--- src/rtl/bft_stream_packer.sv ---
// bft_stream_packer: wraps a 32-bit user AXI-stream into 49-bit BFT packets for one remote leaf/port.
// Latency: a payload accepted at edge N is on o_bft_data from N+1 until the first edge with i_bft_ready=1.
// Backpressure: TREADY drops when the remote buffer has no credit or the held packet is stalled by the BFT.
//
// Ports:
//   ap_clk, ap_rst_n              clock, asynchronous active-low reset
//   cfg_dest_leaf, cfg_dest_port  destination fields, captured per packet at accept
//   Input_1_V_T{DATA,VALID,READY} user payload stream
//   o_bft_data, i_bft_ready       packet toward the BFT and its accept strobe
//   i_bft_data                    packets returned from the BFT; only freespace updates are used
//   o_credit                      free entries left in the remote buffer (0..D)
//   o_pkt_count                   packets handed to the BFT, wraps at 2^32
//   o_credit_overflow             sticky: an update pushed the credit above D
module bft_stream_packer #(
  parameter int PACKET_BITS           = 49,
  parameter int PAYLOAD_BITS          = 32,
  parameter int NUM_LEAF_BITS         = 5,
  parameter int NUM_PORT_BITS         = 4,
  parameter int NUM_ADDR_BITS         = 7,
  parameter int FREESPACE_UPDATE_SIZE = 64
) (
  input  logic                     ap_clk,
  input  logic                     ap_rst_n,
  input  logic [NUM_LEAF_BITS-1:0] cfg_dest_leaf,
  input  logic [NUM_PORT_BITS-1:0] cfg_dest_port,
  input  logic [PAYLOAD_BITS-1:0]  Input_1_V_TDATA,
  input  logic                     Input_1_V_TVALID,
  output logic                     Input_1_V_TREADY,
  output logic [PACKET_BITS-1:0]   o_bft_data,
  input  logic                     i_bft_ready,
  input  logic [PACKET_BITS-1:0]   i_bft_data,
  output logic [NUM_ADDR_BITS:0]   o_credit,
  output logic [31:0]              o_pkt_count,
  output logic                     o_credit_overflow
);

  localparam int CW       = NUM_ADDR_BITS + 1;          // credit width, holds 0..D
  localparam int PORT_LSB = PAYLOAD_BITS + NUM_ADDR_BITS;
  localparam int PORT_MSB = PORT_LSB + NUM_PORT_BITS - 1;

  // One extra bit over the credit register so credit + update cannot wrap
  // before the saturation compare.
  localparam logic [CW:0] CREDIT_MAX = (CW+1)'(1 << NUM_ADDR_BITS);
  localparam logic [CW:0] UPD_SIZE   = (CW+1)'(FREESPACE_UPDATE_SIZE);

  typedef enum logic {
    S_EMPTY = 1'b0,
    S_HOLD  = 1'b1
  } state_t;

  state_t                   state, state_next;
  logic                     load;
  logic                     deliver;
  logic                     accept;
  logic                     update;
  logic [NUM_ADDR_BITS-1:0] wr_addr;
  logic [CW-1:0]            credit;
  logic [CW:0]              credit_sum;
  logic                     credit_sat;
  logic [PACKET_BITS-1:0]   pkt_reg;
  logic [PACKET_BITS-1:0]   pkt_new;
  logic [31:0]              pkt_count;
  logic                     overflow;
  logic                     unused_rx_bits;

  // Only the valid bit and the port field of returned packets matter; a
  // port of 0 marks a freespace update since user ports are never 0.
  assign update = i_bft_data[PACKET_BITS-1] &&
                  (i_bft_data[PORT_MSB:PORT_LSB] == '0);
  assign unused_rx_bits = ^{i_bft_data[PACKET_BITS-2:PORT_MSB+1],
                            i_bft_data[PORT_LSB-1:0]};

  assign Input_1_V_TREADY = (credit != '0) && ((state == S_EMPTY) || i_bft_ready);
  assign accept           = Input_1_V_TVALID && Input_1_V_TREADY;
  assign deliver          = (state == S_HOLD) && i_bft_ready;

  assign pkt_new = {1'b1, cfg_dest_leaf, cfg_dest_port, wr_addr, Input_1_V_TDATA};

  // Output register state machine.
  always_ff @(posedge ap_clk or negedge ap_rst_n) begin
    if (!ap_rst_n) begin
      state <= S_EMPTY;
    end else begin
      state <= state_next;
    end
  end

  always_comb begin
    state_next = state;
    load       = 1'b0;
    case (state)
      S_EMPTY: begin
        if (accept) begin
          state_next = S_HOLD;
          load       = 1'b1;
        end
      end
      S_HOLD: begin
        if (i_bft_ready) begin
          if (accept) begin
            load = 1'b1;            // reload in the same cycle as delivery
          end else begin
            state_next = S_EMPTY;
          end
        end
      end
      default: state_next = S_EMPTY;
    endcase
  end

  // Packet register is zeroed when it empties so o_bft_data needs no mux.
  always_ff @(posedge ap_clk or negedge ap_rst_n) begin
    if (!ap_rst_n) begin
      pkt_reg <= '0;
    end else if (load) begin
      pkt_reg <= pkt_new;
    end else if (deliver) begin
      pkt_reg <= '0;
    end
  end

  always_ff @(posedge ap_clk or negedge ap_rst_n) begin
    if (!ap_rst_n) begin
      wr_addr <= '0;
    end else if (accept) begin
      wr_addr <= wr_addr + 1'b1;    // natural wrap at D
    end
  end

  // Accept only happens with credit != 0, so the subtraction never underflows.
  always_comb begin
    credit_sum = {1'b0, credit};
    if (update) begin
      credit_sum = credit_sum + UPD_SIZE;
    end
    if (accept) begin
      credit_sum = credit_sum - 1'b1;
    end
    credit_sat = (credit_sum > CREDIT_MAX);
  end

  always_ff @(posedge ap_clk or negedge ap_rst_n) begin
    if (!ap_rst_n) begin
      credit   <= CREDIT_MAX[CW-1:0];
      overflow <= 1'b0;
    end else begin
      if (credit_sat) begin
        credit   <= CREDIT_MAX[CW-1:0];
        overflow <= 1'b1;
      end else begin
        credit <= credit_sum[CW-1:0];
      end
    end
  end

  always_ff @(posedge ap_clk or negedge ap_rst_n) begin
    if (!ap_rst_n) begin
      pkt_count <= '0;
    end else if (deliver) begin
      pkt_count <= pkt_count + 32'd1;
    end
  end

  assign o_bft_data        = pkt_reg;
  assign o_credit          = credit;
  assign o_pkt_count       = pkt_count;
  assign o_credit_overflow = overflow;

endmodule

--- config.mk ---
export PLATFORM = sky130hd
export DESIGN_NAME = bft_stream_packer
export DESIGN_NICKNAME = d
export VERILOG_FILES = /design/src/rtl/bft_stream_packer.sv
export SDC_FILE = /design/constraint.sdc
export NUM_CORES = 1
export LEC_CHECK = 0
export ABC_AREA = 1
export CAP_MARGIN = 20
export CORE_MARGIN = 4
export CORE_UTILIZATION = 34
export CTS_CLUSTER_DIAMETER = 100
export DETAILED_ROUTE_END_ITERATION = 6
export GPL_ROUTABILITY_DRIVEN = 1
export PLACE_DENSITY = 0.76
export SYNTH_ARGS = -nofsm -noshare
export SYNTH_HDL_FRONTEND = slang
export SYNTH_SLANG_ARGS = --single-unit
--- constraint.sdc ---
create_clock -name ap_clk -period 1.7 [get_ports ap_clk]
set_input_delay 0.17 -clock ap_clk [delete_from_list [all_inputs] [get_ports ap_clk]]
set_output_delay 0.17 -clock ap_clk [all_outputs]
set_load 0.005 [all_outputs]
After elaboration in Yosys (flattened, before gate mapping)
Index checks and enable logic that the tools add are counted.
- register bits: 98
- bits of input ports: 94
- output and inout port bits: 91
- word-level logic and storage cells: 30
- $add $sub $neg: 4
- magnitude comparators: 1
- multiplexer cells: 10
- bitwise gates (word level): 1
- reduce and logical (&&, ||, !) cells: 8
- operators by type and width (operator ; count):
    two-way mux 49 bit ; 2
    adder 32 x 1 -> 32 bit, second input constant ; 1
    two-way mux 9 bit ; 2
    adder 8 x 7 -> 9 bit, second input constant ; 1
    greater-than comparator 9 x 8 -> 1 bit, second input constant ; 1
    subtractor 9 x 1 -> 9 bit, second input constant ; 1
    two-way mux 8 bit ; 1
    nonzero test 8 bit ; 1
    adder 7 x 1 -> 7 bit, second input constant ; 1
    logical AND 1 bit ; 4
    logical NOT 4 bit ; 1
    one-hot mux 1 bit (2 select lines) ; 2
    two-way mux 1 bit ; 3
    nonzero test 2 bit ; 1
    logical OR 1 bit ; 1
    inverter 1 bit ; 1

Longest topological paths before layout
Gate-level depths: netlist of run 1.
- word-level depth: 8
- gate-level depth with buffers: 15
- mapped depth without buffers: 15

Least setup slack after synthesis of run 1
OpenSTA, ideal clock, no wires.
- path kind: register to register
- start: register credit[7] (netlist: o_credit[7])
- end: register credit[0] (netlist: o_credit[0])
- library setup time: 0.117 ns
- arrival time: 1.655 ns
- data required time: 1.583 ns
- path slack: -0.072 ns
- cell stages (with the launch flop): 16
- clock period less this slack: 1.772 ns
- cells stage by stage: dfstp_2 > inv_1 > ha_1 > inv_1 > nor2_2 > nand2_4 > nand3_4 > inv_4 > buf_6 > nand2_2 > nand2_1 > nor2_1 > nand3_1 > nand2_2 > nand2_4 > nor2_2
- cells in the longest elaborated chain, start to end: 6
- RTL lines (item ; line ; source):
    from (decl) ; 57 ; logic [CW-1:0] credit;
    from (signal assigned) ; 144 ; credit <= CREDIT_MAX[CW-1:0];
    from (signal assigned) ; 148 ; credit <= CREDIT_MAX[CW-1:0];
    from (signal assigned) ; 151 ; credit <= credit_sum[CW-1:0];
    adder 8 x 7 -> 9 bit / nonzero test 8 bit (equally long branches) ; 134, 73 ;
    two-way mux 9 bit / logical AND 1 bit (equally long branches) ; 133, 73 ;
    subtractor 9 x 1 -> 9 bit / logical AND 1 bit (equally long branches) ; 137, 74 ;
    two-way mux 9 bit * ; 136 ; if (accept) begin
    greater-than comparator 9 x 8 -> 1 bit ; 139 ; credit_sat = (credit_sum > CREDIT_MAX);
    two-way mux 8 bit * ; 147 ; if (credit_sat) begin
Every way passes the cells marked *; elsewhere a longest branch is shown, timed or not.
A chain may end at the register's enable or synchronous reset.

Worst setup path in the final report of run 1
- start: register credit[7] (netlist: o_credit[7])
- end: register credit[6] (netlist: o_credit[6])
Same word-level chain as after synthesis.

==> results list, run 1 <==
* Final count of hold timing violations: 0
- The initial antenna violation count was 0.
- Area occupied by registers: 2460 um^2
* Critical path type: register to register
* Class of the tightest hold or removal check: input pin to async pin
* Ant diodes: 0
* CP Launch Type: register
- Traced cell by cell, the critical path runs through inv_2 -> ha_4 -> inv_4 -> nor2_4 -> nand2_4 -> nand3_4 -> nand2_2 -> nand2_2 -> inv_2 -> nand2_1 -> nor2_1 -> nand3_1 -> nand2_2 -> nand2_4 -> nor2_2.
- In the synthesized netlist the async set-or-reset flop fraction comes to 1.00.
- MaxCap Viol Count: 0
* Pin slew with the least headroom to its limit: 0.519 ns
* Ranking of synthesized cells by area: dfrtp_1 (53%), nand2_1 (12%), nand3_1 (7.3%)
- Setup violations remaining at the end of the flow were counted as 32.
- Number of H-tree levels: 3
- From left edge to right edge, the die measures 124 um.
- CTS placed an instance of clkbuf_16 at the clock tree root.
* Combined area of the multi-input logic cells: 2060 um^2
- Via count of the first global-routing pass: 4,197
* Net Switching: 0.00371 W
* Data required, critical path: 1.98 ns
- The largest single stage delay on the critical path is 0.54 ns.
- Internal power comes to 0.00731 W.
- The synthesized design contains 98 register bits.
- Based on the critical path, the design can be clocked at up to 525 MHz.
- Synthesis-to-finish area growth: 63.0%
* Synth top area share: 0.530
* Share of the core filled with cells in the final layout: 0.565
- For the finished layout, the period the worst path requires is 1.91 ns.
- Violated checks: negative setup slack
- For this design the ratio of total power to cell area is 1480 nW/um^2.
- Of the cells placed in the final design, the portion with a size suffix greater than 1 is 0.240.
- In this run the tightest slew margin relative to its limit is 0.651.
- Across every metal layer, demand over resource in global routing totals 0.167.
* Row count: 42
- After filler insertion, the fill cell instance count of the layout stands at 1,120.
- Switching part of the total: 0.337
* First-pass detailed-route iteration total: 4
* Met2 Resource Use GR: 0.290
* Library cell occupying the most area in the post-synthesis netlist: dfrtp_1
- Summed over all layers, the routed wires come to 13,300 um.
* Cell count after synthesis: 513
- Maximum root-to-sink buffer count: 2
- Count of buffering cells on the critical path with inverters included: 3
- For this design the static power due to leakage is 3.66 nW.
- Clock Sinks: 98
* Commonest cells after routing, fill and taps aside: nand2_1 (138), clkdlybuf4s50_1 (137), dfrtp_1 (94)
* Commonest register cell after synthesis: dfrtp_1
- Final worst clock skew: 0.00455 ns
* Number of synthesis warnings: 0
* Placer's final routability congestion estimate: 0.830
- For this configuration, the core starts out at a cell density of 0.347.
- Dividing the detail-routed wire length by the instance count gives 14.5 um.
- Arrival time at the worst endpoint: 2.19 ns
* Top Family by Delay on Critical Path: simple AND/OR/NAND/NOR gates
- For this run, design rule violations remaining after detail routing come to 0.
- In this design, the critical path's most frequently occurring cell is nand2_2.
- GRT met1 Usage: 0.203
- Outcome: finished with violations
- Setup repair after global routing could not meet its margin everywhere.
* Peak VDD IR: 1.01 mV
- The first global-routing pass estimated 20,100 um of wire.
- After synthesis the cells add up to 4580 um^2.
- Commonest non-fill, non-tap cell in the layout: nand2_1
* Number of nets in the synthesized netlist: 612
* Maximum net fanout on the critical path: 8
* Iter 0 DRT Violations: 245
* Top-Level Pins: 185
- Count of buffers inserted at the top-level ports: 140
* Average vias per placed instance: 4.65
- In the global route stage, met3 resource usage came out at 0.0500.
- After global routing the overflow that remains totals 0.
- Number of enable-type register cells in the synthesized netlist: 0
* Final-report max-slew violation count: 0
* GR peak layer: met2
* Crit share post-route: 1.12
- Summed over all failing endpoints, the final setup total negative slack is -2.79 ns.
- Pin count of the biggest net entering global routing: 53
- Clk Latency, worst-skew pair: 0.35 ns
* TritonCTS clock tree: built
- Master of the slowest instance on the critical path: dfstp_2
* Relative contribution of combinational cells to total power: 0.474
- After legalization and detailed placement, the total HPWL measured 9140 um.
- Die Footprint: 15,400 um^2
- Of the total power, registers draw 0.329.
- Fraction of power consumed by the clock network: 0.197
* Vertical die dimension: 124 um
* Number of distinct standard cells referenced by the synthesized netlist: 32
- The count of nets left with antenna violations once routing finished came out at 0.
- Of the synthesized area, sequential elements account for 0.536.
* Number of vias in the routed layout: 4,241
- In the post-route analysis, the smallest setup slack over all paths is -0.206 ns.
- Inserted Clock Buffers: 9
* Number of nets in the layout: 831
* Synth Area per Inst: 8.92 um^2
- Clock-pin slew reported for the worst setup and hold paths after clock tree synthesis: 0.06 ns
- The worst setup path is captured at a register.
- Core footprint: 13,200 um^2
-- layout make-up --
type,count,share of cell area
flip-flops and latches,98,0.329
well taps,176,0.0295
multi-input cells,345,0.277
clock inverters,6,0.0107
inverters,52,0.0275
repair buffers,226,0.294
clock buffers,10,0.0320
-- repair_timing --
item | CTS | global route
setup buffers | 12 | 14
cloned | 0 | 3
pin swaps | 14 | 25
endpoints found under the hold margin | 30 | 0
resized for setup | 35 | 36
setup endpoints to repair | 62 | 82
hold buffers | 1 | 0
-- power by group through the flow --
stage	sequential, W	clock, W	combinational [W]
after floorplan	0.00365	0	0.00187
after global placement	0.00359	0	0.00438
final	0.00362	0.00217	0.00522
after CTS	0.00362	0.00224	0.00479
after global routing	0.00371	0.00233	0.00571
after detailed placement	0.00364	0	0.00450
-- path summary, 6_finish.rpt --
kind	startpoint	cells past startpoint	end	slack, ns
max in group asynchronous	ap_rst_n	3	o_credit[7]	0.73
min in group ap_clk	Input_1_V_TDATA[0]	3	o_bft_data[0]	0.35
setup reg to reg	o_credit[7]	15	o_credit[6]	-0.21
setup / recovery	o_credit[7]	15	o_credit[6]	-0.21
hold reg to reg	o_pkt_count[31]	1	o_pkt_count[31]	0.47
hold / removal	ap_rst_n	2	o_pkt_count[7]	0.33
-- stage by stage --
| step | worst slack [ns] | hold slack (ns) | cells | total power [W] | area [um^2] |
|---|---|---|---|---|---|
| 2_1_floorplan | -0.0576 | -0.126 | 513 | 0.00552 | 4610 |
| 3_3_place_gp | -0.217 | 0.166 | 867 | 0.00797 | 6610 |
| 3_5_place_dp | -0.299 | 0.166 | 867 | 0.00815 | 6610 |
| 4_1_cts | -0.165 | 0.328 | 896 | 0.0106 | 7150 |
| 5_1_grt | -0.317 | 0.337 | 913 | 0.0118 | 7460 |
| 6_report | -0.206 | 0.329 | 913 | 0.0110 | 7460 |
-- synth_stat cells (all sizes together) (5+ instances only) --
cell type and count:
xor2 31, nor3 14, dfrtp 97, nand3 69, xnor2 9, inv 52, buf 9, nand2 155
clkbuf 9, ha 5, nor2 39, o21ai 9, nand4 8
-- registers in the layout, summed over array words and instances, names as in the netlist --
signal             count
o_bft_data            49
o_credit               8
o_credit_overflow      1
o_pkt_count           32
state                  1
wr_addr                7
-- cells by family (layout without fill, tap and decap cells) --
group / Yosys count / count (layout) / share of synthesized area
xor+xnor: 40 / 40 / 0.0766
simple gates: 289 / 289 / 0.299
flops: 98 / 98 / 0.536
compound gates: 11 / 11 / 0.0126
fa+ha+maj: 5 / 5 / 0.0137
buf+inv: 70 / 294 / 0.0623
-- layer usage --
| metal | vias up | share of wire |
|---|---|---|
| met1 | 2077 | 0.42 |
| li1 | 2056 | - |
| met2 | 95 | 0.52 |
| met3 | 13 | 0.056 |
| met5 | - | 0 |
| met4 | 0 | 0.0087 |
Power figures use the tool's default switching activity.
==> run 2, diff against run 1 <==
--- a/config.mk
+++ b/config.mk
@@ -7,12 +7,14 @@
 export LEC_CHECK = 0
 export ABC_AREA = 1
 export CAP_MARGIN = 20
+export CELL_PAD_IN_SITES_DETAIL_PLACEMENT = 0
+export CELL_PAD_IN_SITES_GLOBAL_PLACEMENT = 1
 export CORE_MARGIN = 4
-export CORE_UTILIZATION = 34
+export CORE_UTILIZATION = 31
 export CTS_CLUSTER_DIAMETER = 100
 export DETAILED_ROUTE_END_ITERATION = 6
 export GPL_ROUTABILITY_DRIVEN = 1
-export PLACE_DENSITY = 0.76
+export PLACE_DENSITY = 0.88
 export SYNTH_ARGS = -nofsm -noshare
 export SYNTH_HDL_FRONTEND = slang
 export SYNTH_SLANG_ARGS = --single-unit
==> constraint.sdc (replaced) <==
create_clock -name ap_clk -period 2.1 [get_ports ap_clk]
set_input_delay 0.21 -clock ap_clk [delete_from_list [all_inputs] [get_ports ap_clk]]
set_output_delay 0.21 -clock ap_clk [all_outputs]
set_load 0.005 [all_outputs]
==> run 2 against run 1 <==
Compared with the run above:
- the flow now finishes without violations
- clock power fell by 23%
- cell count fell by 6.6%
- critical path depth fell by 1
- sequential share of layout area rose by 4.3 points
- non-clock buffer count fell by 68
- maximum frequency fell by 3.8%
- combinational power fell by 39%
- first-iteration DRC count fell by 29%
- register-to-register slack improved by 0.32 ns
- routed wire length fell by 12%
- worst setup slack improved by 0.32 ns
- critical path type unchanged
==> results list, run 2 (synthesized netlist as in run 1, its figures left out) <==
* Startpoint of the lowest-slack register-to-register path: o_credit[7]
* Highest metal layer used by the detailed router: met4
- Across the run, the number of max-cap violations was 0.
- The final number of hold-violating endpoints is 0.
- CP Launch Type: register
- After detailed routing, the met2 layer carries 5520 um of wire.
* Vertical die dimension: 129 um
- Peak VDD IR: 0.749 mV
* Synthesis-to-finish area growth: 43.8%
- Die Footprint: 16,800 um^2
- Final-report max-slew violation count: 0
- Core footprint: 14,500 um^2
- The run finished with clean final reports.
* Number of nets in the layout: 763
- Clk Latency, worst-skew pair: 0.34 ns
- Setup slack of the most critical reg-to-reg path: 0.12 ns
* Final number of setup-violating endpoints: 0
* Arrival time at the worst endpoint: 2.26 ns
- The number of buffers and inverters on the critical path is 3.
- The clock period could shrink to 1.98 ns.
- The initial utilization of the core area, before any placement, comes to 0.316.
- Total length of routed met3 wires: 693 um
- The worst setup path is of the register to register kind.
- At the end of routability-driven placement, the weighted congestion stood at 0.822.
* Clock-pin slew reported for the worst setup and hold paths after clock tree synthesis: 0.07 ns
- In this run the critical register-to-register path is captured at o_credit[0].
- Final worst clock skew: 0.00505 ns
* Max FFs per register: 49
- Clock Sinks: 98
- M1 wire length: 5320 um
- Crit share post-route: 0.944
* Slew Limit Headroom: 0.656
* Commonest cells after routing, fill and taps aside: nand2_1 (146), clkdlybuf4s50_1 (138), dfrtp_1 (97)
- Combined global-route utilization of all metal layers: 0.142
* Length in cells of the worst reg-to-reg path: 14
- Average vias per placed instance: 4.55
- Drt drc: 0
- Leaving out fill and tap cells, the most frequent cell in the layout is nand2_1.
- For this run, the top clock speed supported by timing is 505 MHz.
* Number of H-tree levels: 3
- Dividing total power by cell area gives a power density of 1180 nW/um^2.
- The path class of the tightest hold or removal check is input pin to async pin.
* Root Driver: clkbuf_16
* Row count: 44
* Aggregate negative setup slack: 0 ns
- The detailed router placed 3,885 vias in this run.
* First-pass detailed-route iteration total: 4
- 185 I/O pins were placed.
- TritonCTS created 9 clock buffers.
* Chain of cells forming the critical path: inv_1 -> ha_1 -> inv_1 -> nor2_2 -> nand2_4 -> nand3_4 -> buf_4 -> nand2_1 -> nand2_1 -> nor2_1 -> nand3_1 -> nand2_2 -> nand2_4 -> nor2_2
* Remaining Overflow, GRT: 0
- In this run the tool buffered the top-level ports with 140 buffer cells.
* Post-route antenna net violation count: 0
- Pin count of the biggest net entering global routing: 48
* DIE WIDTH: 129 um
* Wire per inst: 13.7 um
- For this run, the slowest stage of the critical path takes 0.53 ns.
- The finished layout holds 853 standard cells, fillers aside.
* Worst setup path startpoint: o_credit[7]
- Summed over all cells, the static leakage comes to 3.20 nW.
- For this design, the slowest cell found on the critical path is dfstp_2.
- Number of cells after detailed placement: 832
- 0 antenna diodes ended up in the layout.
- Top Family by Delay on Critical Path: simple AND/OR/NAND/NOR gates
- At the pin with the least slew margin, the transition time is 0.517 ns.
- Of the cells placed in the final design, the portion with a size suffix greater than 1 is 0.108.
- Maximum root-to-sink buffer count: 2
- In this run the worst setup path terminates at o_credit[0].
* Maximum net fanout on the critical path: 8
- Iter 0 DRT Violations: 175
* Detail Placement HPWL: 8810 um
* Initial antenna violation count: 0
- For the worst setup path, the data required time is 2.38 ns.
- The critical path crosses 14 cells after its start point.
- The final layout contains routed wiring with a total length of 11,700 um.
* Via count of the first global-routing pass: 4,032
- Kind of capture point of the worst setup path: register
* Wire length of the first global-routing pass: 19,200 um
- TritonCTS built the clock tree.
[run 2: changes by cell type in the layout (fill, tap and decap cells not counted), moves of 7 or more]
cell / change
nand3_2: -7
buf_4: -52
nand3_1: +8
nand2_1: +8
buf_6: -7
[run 2: power by group]
group / switching [W] / total, W / leakage, nW / internal, W
Sequential: 0.000428 / 0.00294 / 1.23 / 0.00251
Clock: 0.000710 / 0.00167 / 0.152 / 0.000958
Combinational: 0.00152 / 0.00316 / 1.82 / 0.00164
[run 2: layer usage]
layer / global-route usage / vias to the layer above
met5: 0 / -
met3: 0.0346 / 12
li1: - / 1924
met2: 0.230 / 105
met1: 0.189 / 1844
met4: 0.0452 / 0
[run 2: per-stage QoR]
stage	utilization	power, W	worst slack (ns)	instance area [um^2]	hold WS [ns]
2_1_floorplan	-	0.00440	0.328	4580	-0.0856
4_1_cts	0.452	0.00786	0.0929	6540	0.388
3_5_place_dp	0.429	0.00613	0.0579	6220	0.223
3_3_place_gp	0.429	0.00604	0.0677	6220	0.207
5_1_grt	0.454	0.00834	-0.00433	6580	0.401
6_report	0.454	0.00777	0.119	6580	0.376
[run 2: cell type report]
type,instances,area [um^2]
timing repair buffer,158,1540
clock inverter,6,66.3
tap,184,230
multi-input combinational,345,1860
clock buffer,10,239
fill,1386,7900
sequential,98,2450
inverter,52,198
[run 2: worst min-delay path by stage]
| stage | startpoint | end | slack [ns] | cells past startpoint |
|---|---|---|---|---|
| global route | Input_1_V_TDATA[18] | o_bft_data[18] | 0.40 | 3 |
| finish | ap_rst_n | o_pkt_count[7] | 0.38 | 2 |
| global placement | ap_rst_n | o_pkt_count[7] | 0.21 | 1 |
| detailed placement | ap_rst_n | o_pkt_count[7] | 0.22 | 1 |
| CTS | Input_1_V_TDATA[3] | o_bft_data[3] | 0.39 | 3 |
| floorplan | ap_rst_n | o_bft_data[0] | -0.09 | 0 |
[run 2: repair_timing]
item,4_1_cts,5_1_grt
hold buffers,1,0
pin swaps,0,2
setup endpoints to repair,1,11
gates resized for setup,2,8
hold endpoints to repair,35,0
setup buffers,1,3
